[src/rtl/fir_sample_src.sv]
// Sample source feeding the FIR filter: a local block of signed samples is
// streamed out as one-cycle din/en strobes at a programmable period after start.
module fir_sample_src #(
  parameter int N2    = 16,
  parameter int DEPTH = 128,
  parameter int AW    = 7,
  parameter int DIV_W = 16
) (
  input  logic             clk,
  input  logic             rst_n,
  input  logic             wr_en,
  input  logic [AW-1:0]    wr_addr,
  input  logic [N2-1:0]    wr_data,
  input  logic             start,
  input  logic             abort,
  input  logic [AW:0]      num_samples,
  input  logic [DIV_W-1:0] period,
  output logic             en,
  output logic [N2-1:0]    din,
  output logic [31:0]      sample_idx,
  output logic             busy,
  output logic             done
);

  typedef enum logic [2:0] {S_IDLE, S_FETCH, S_EMIT, S_WAIT, S_DONE} state_t;

  localparam logic [AW:0]      MAX_CNT = (AW+1)'(DEPTH);
  localparam logic [DIV_W-1:0] MIN_PER = DIV_W'(2);

  state_t           state_q, state_d;
  logic [N2-1:0]    mem [DEPTH];
  logic [N2-1:0]    din_q;
  logic [AW:0]      cnt_q, rd_ptr_q, idx_q;
  logic [DIV_W-1:0] per_q, timer_q;
  logic [AW:0]      cnt_in;
  logic [DIV_W-1:0] per_in;
  logic             launch, last;

  // Run length saturates at the RAM depth; the period floor is the FETCH+EMIT pair.
  assign cnt_in = (num_samples > MAX_CNT) ? MAX_CNT : num_samples;
  assign per_in = (period < MIN_PER) ? MIN_PER : period;
  assign launch = ((state_q == S_IDLE) || (state_q == S_DONE)) && start && !abort;
  assign last   = (rd_ptr_q + (AW+1)'(1)) == cnt_q;

  // NOTE: the sample array carries no reset; only the read register does, so it maps onto plain RAM.
  always_ff @(posedge clk) begin
    if (wr_en) mem[wr_addr] <= wr_data;
  end

  // NOTE: sequential state uses non-blocking assignments so every register sees pre-edge values.
  always_ff @(posedge clk or negedge rst_n) begin
    if (!rst_n) state_q <= S_IDLE;
    else        state_q <= state_d;
  end

  // NOTE: state_d gets a default before the case so no path leaves it unassigned (no latch).
  always_comb begin
    state_d = state_q;
    if (abort) begin
      state_d = S_IDLE;
    end else begin
      unique case (state_q)
        S_IDLE, S_DONE: if (launch) state_d = (cnt_in == '0) ? S_DONE : S_FETCH;
        S_FETCH:        state_d = S_EMIT;
        S_EMIT: begin
          if (last)                 state_d = S_DONE;
          else if (per_q == MIN_PER) state_d = S_FETCH;
          else                      state_d = S_WAIT;
        end
        S_WAIT:         if (timer_q == '0) state_d = S_FETCH;
        default:        state_d = S_IDLE;
      endcase
    end
  end

  // The read register doubles as din: it only loads in FETCH, so din holds between strobes.
  always_ff @(posedge clk or negedge rst_n) begin
    if (!rst_n) begin
      cnt_q    <= '0;
      per_q    <= MIN_PER;
      timer_q  <= '0;
      rd_ptr_q <= '0;
      idx_q    <= '0;
      din_q    <= '0;
    end else if (!abort) begin
      unique case (state_q)
        S_IDLE, S_DONE: begin
          if (start) begin
            cnt_q    <= cnt_in;
            per_q    <= per_in;
            rd_ptr_q <= '0;
          end
        end
        S_FETCH: begin
          din_q <= mem[rd_ptr_q[AW-1:0]];
          idx_q <= rd_ptr_q;
        end
        S_EMIT: begin
          rd_ptr_q <= rd_ptr_q + (AW+1)'(1);
          timer_q  <= per_q - DIV_W'(3);
        end
        S_WAIT: begin
          if (timer_q != '0) timer_q <= timer_q - DIV_W'(1);
        end
        default: ;
      endcase
    end
  end

  always_comb begin
    en   = (state_q == S_EMIT) && !abort;
    busy = (state_q == S_FETCH) || (state_q == S_EMIT) || (state_q == S_WAIT);
    done = (state_q == S_DONE);
  end

  assign din        = din_q;
  assign sample_idx = 32'(idx_q);

endmodule

[config.mk]
export PLATFORM = sky130hd
export DESIGN_NAME = fir_sample_src
export DESIGN_NICKNAME = d
export VERILOG_FILES = /design/src/rtl/fir_sample_src.sv
export SDC_FILE = /design/constraint.sdc
export NUM_CORES = 2
export LEC_CHECK = 0
export BUFFER_PORTS_ARGS = -buffer_cell sky130_fd_sc_hd__buf_2
export CORE_UTILIZATION = 45
export CTS_BUF_LIST = sky130_fd_sc_hd__clkbuf_8 sky130_fd_sc_hd__clkbuf_16
export DETAILED_ROUTE_END_ITERATION = 12
export GPL_ROUTABILITY_DRIVEN = 1
export PLACE_DENSITY = 0.7
export SLEW_MARGIN = 20
export SYNTH_ARGS = -nofsm -noshare
export SYNTH_HDL_FRONTEND = slang
export SYNTH_SLANG_ARGS = --single-unit
export TNS_END_PERCENT = 100
[constraint.sdc]
create_clock -name clk -period 7.3 [get_ports clk]
set_input_delay 0.73 -clock clk [delete_from_list [all_inputs] [get_ports clk]]
set_output_delay 0.73 -clock clk [all_outputs]
set_load 0.02 [all_outputs]
==> reports/metrics.cfg <==
[pwr]
powerDensity_nw_per_um2 = 277
vdd_drop_max_v = 0.000240
p_leak_nw = 29.7

[floorplanning]
die_h_um = 435
design.core.area_um2 = 186000
ioPinCount = 103
start_util_pct = 45.4
die_w_um = 435
die_area_um2 = 189000
fp-row-count = 158

[hold_path]
hp-class = in -> reg
hold_end = per_q[8]
min_from = period[8]
hold_depth = 3

[worst_setup_path]
cp.arrival_ps = 5560
startpoint_type = register
cpMaxStageDelayCell = nor4_1
r2r_cells = 9
cp_top_family = simple AND/OR/NAND/NOR gates
critPathBufInv = 2
timing.rr.end = din[2]
critical_path_required_ps = 8000
slowest_delay_ps = 820
worst-setup-path-type = reg -> reg
worstPathCellList = buf_4, nand2_1, buf_4, a211oi_1, a2111oi_0, nor4_1, o21ai_0, nand4_1, a22oi_1
r2r-start = rd_ptr_q[1]
path_max_fanout = 42
cp_common_cell = buf_4
crit_path_end_kind = register
r2r_setup_slack_ps = 2440

[route]
drc = 0
firstDrtPassIters = 6
dr_total_vias = 43300
postRouteWirelength_um = 219000
drt_iter0_drc = 6090
ant_nets = 0
wl_per_cell_um = 31.2
via_per_inst = 6.15

[logic_synthesis]
syn-instance-count = 4118
syn_area_per_cell_um2 = 20.4
synth-seq-cells = 2123
postSynth.asyncResetShare_pct = 3.53
synth_flop_cell = edfxtp_1
ys_warn_count = 0
synth_edf_count = 2048
synth_area_um2 = 84200
synth-seq-area-share_pct = 75.3
yosysUniqueCellTypes = 80

[placement]
port_buffers = 78
dpl.hpwl_um = 129000
gp_congestion = 0.928
place_area_um2 = 87500
pre_cts_slack_ps = 2850

[clock_tree]
cts_sinks = 2123
clk_latency_ps = 850
htreeDepth = 4
cts_made_buffers = 207
post_cts_resized = 0
clock_path_buffers = 3
cts_tree = built
clock-root-buffer = clkbuf_16
path_clk_slew_ps = 60

[global_routing]
met2_usage_pct = 36.1
grt_max_degree = 124
top_usage_layer = met2
grt_overflow = 0
gr-usage-met3_pct = 5.41
grt_pass1_vias = 42600
grt_pass1_wl_um = 311000
antenna_found_initial = 16
grt_usage_pct = 23.2
grt_util_met1_pct = 31.4

[run_status]
status = complete, no violations

[timing]
finalSetupTns_ps = 0
timing.fmax_mhz = 206
slew_headroom_pct = 21.3
tightest_slew_ps = 1180
setup_viol = 0
finalCriticalPeriod_ps = 4860
skew_ps = 65.0
rsz0062_at_grt = false
finalHoldViolCount = 0
finalCritPeriodShare_pct = 66.6
finalWorstSetupSlack_ps = 2440
slew_viol_final = 0

[cells_and_area]
fill_cells = 14400
final_util_pct = 50.7
drive_gt1_share_pct = 22.3
fin_nets = 4437
final_design_area_no_fill_um2 = 94200
areaGrowthSynthToFinish_pct = 11.9

[run]
cap_violations = 0

==> logic make-up after synthesis <==
logic type                 Yosys count  synth area share (%)
buffers and inverters              274                  2.66
DFF                               2123                  75.3
muxes                              709                  15.2
and+or+nand+nor                    582                  3.12
AOI/OAI and AO/OA                  399                  3.38
xor gates and xnor gates            26                 0.270
adders and majority gates            4                0.0594
other                                1               0.00445
==> repair_timing <==
item / in CTS / in global routing
setup buffers: 0 / 0
endpoints found under the hold margin: 35 / 0
setup endpoints to repair: 0 / 0
hold buffers: 1 / 0
==> cells in the mapped netlist (all sizes together) (10+ instances only) <==
master / instances / share of area [%]
a2111oi: 13 / 0.15
a211oi: 15 / 0.13
a21oi: 78 / 0.46
a221o: 11 / 0.13
a221oi: 36 / 0.40
a22oi: 30 / 0.27
buf: 192 / 2.2
clkbuf: 66 / 0.35
dfrtp: 74 / 2.2
edfxtp: 2048 / 73
inv: 14 / 0.062
mux2i: 264 / 3.1
mux4: 442 / 12
nand2: 204 / 0.91
nand2b: 12 / 0.089
nand3: 53 / 0.32
nand3b: 10 / 0.089
nor2: 174 / 0.78
nor2b: 20 / 0.15
nor3: 48 / 0.29
nor4: 19 / 0.15
o21ai: 61 / 0.36
o221ai: 41 / 0.43
o22ai: 45 / 0.33
o31ai: 11 / 0.10
xnor2: 12 / 0.12
xor2: 14 / 0.15
==> layout make-up <==
type	count	area (um2)	share of cell area, %
diodes	5	12.5	0.0133
clock buffers	219	5380	5.71
clock inverters	167	1280	1.35
inverters	16	67.6	0.0717
multi-input cells	1744	18800	20.0
flip-flops and latches	2123	63400	67.3
well taps	2480	3100	3.29
repair buffers	289	2170	2.30
==> layout by cell type (no fill, tap or decap), drive strengths merged, types with 6 or more instances in the layout <==
| master | count |
|---|---|
| a22o | 8 |
| edfxtp | 2048 |
| o211ai | 8 |
| a21oi | 78 |
| nand2b | 12 |
| nor2b | 20 |
| conb | 24 |
| a2111oi | 13 |
| nor4 | 19 |
| o31ai | 11 |
| and3 | 6 |
| nand2 | 204 |
| dfrtp | 74 |
| o21ai | 61 |
| o221ai | 41 |
| nor3 | 48 |
| a22oi | 30 |
| xnor2 | 12 |
| nand4 | 9 |
| a221oi | 36 |
| a211oi | 15 |
| nor2 | 174 |
| xor2 | 14 |
| bufinv | 12 |
| buf | 287 |
| clkbuf | 219 |
| mux2i | 264 |
| a221o | 11 |
| mux4 | 442 |
| o22ai | 45 |
| inv | 66 |
| clkinv | 103 |
| nand3b | 10 |
| nand3 | 53 |
| or3 | 7 |
==> where the power goes <==
group	internal [mW]	switching (mW)
logic	0.868	1.19
registers	13.5	0.230
clock network	5.76	4.58
==> tightest hold or removal path: stages <==
cell	delay (ps)
buf_2	90
nand2_1	40
nand2_1	50
==> sequential cells by signal, summed over array words and instances (netlist names) <==
| name | count |
|---|---|
| din | 16 |
| rd_ptr_q | 8 |
| per_q | 16 |
| mem | 2048 |
| cnt_q | 8 |
| timer_q | 16 |
| idx_q | 8 |
| state_q | 3 |
==> per-layer routing <==
metal,share of wire [%],wire length (um),vias up
met3,11,24000,480
li1,-,-,17600
met1,38,82300,22600
met4,4.9,10700,8
met2,47,102000,2623
met5,0.023,50,-
==> metrics by stage <==
step	hold WS [ps]	std cells	power [mW]
floorplan	434	4141	15.4
global placement	468	6647	16.0
detailed placement	464	6649	16.0
CTS	72.0	7036	26.2
global route	106	7040	26.8
finish	122	7043	26.1
==> worst max-delay path by stage <==
| stage | slack (ps) | to | cells after the start | start |
|---|---|---|---|---|
| finish | 2440 | din[2] | 9 | rd_ptr_q[1] |
| global placement | 2460 | din[2] | 7 | rd_ptr_q[0] |
| global route | 2370 | din[2] | 9 | rd_ptr_q[1] |
| detailed placement | 2850 | din[2] | 9 | rd_ptr_q[1] |
| CTS | 2840 | din[2] | 9 | rd_ptr_q[1] |
| floorplan | 4460 | mem[100][0] | 3 | wr_en |
Power figures use the tool's default switching activity.
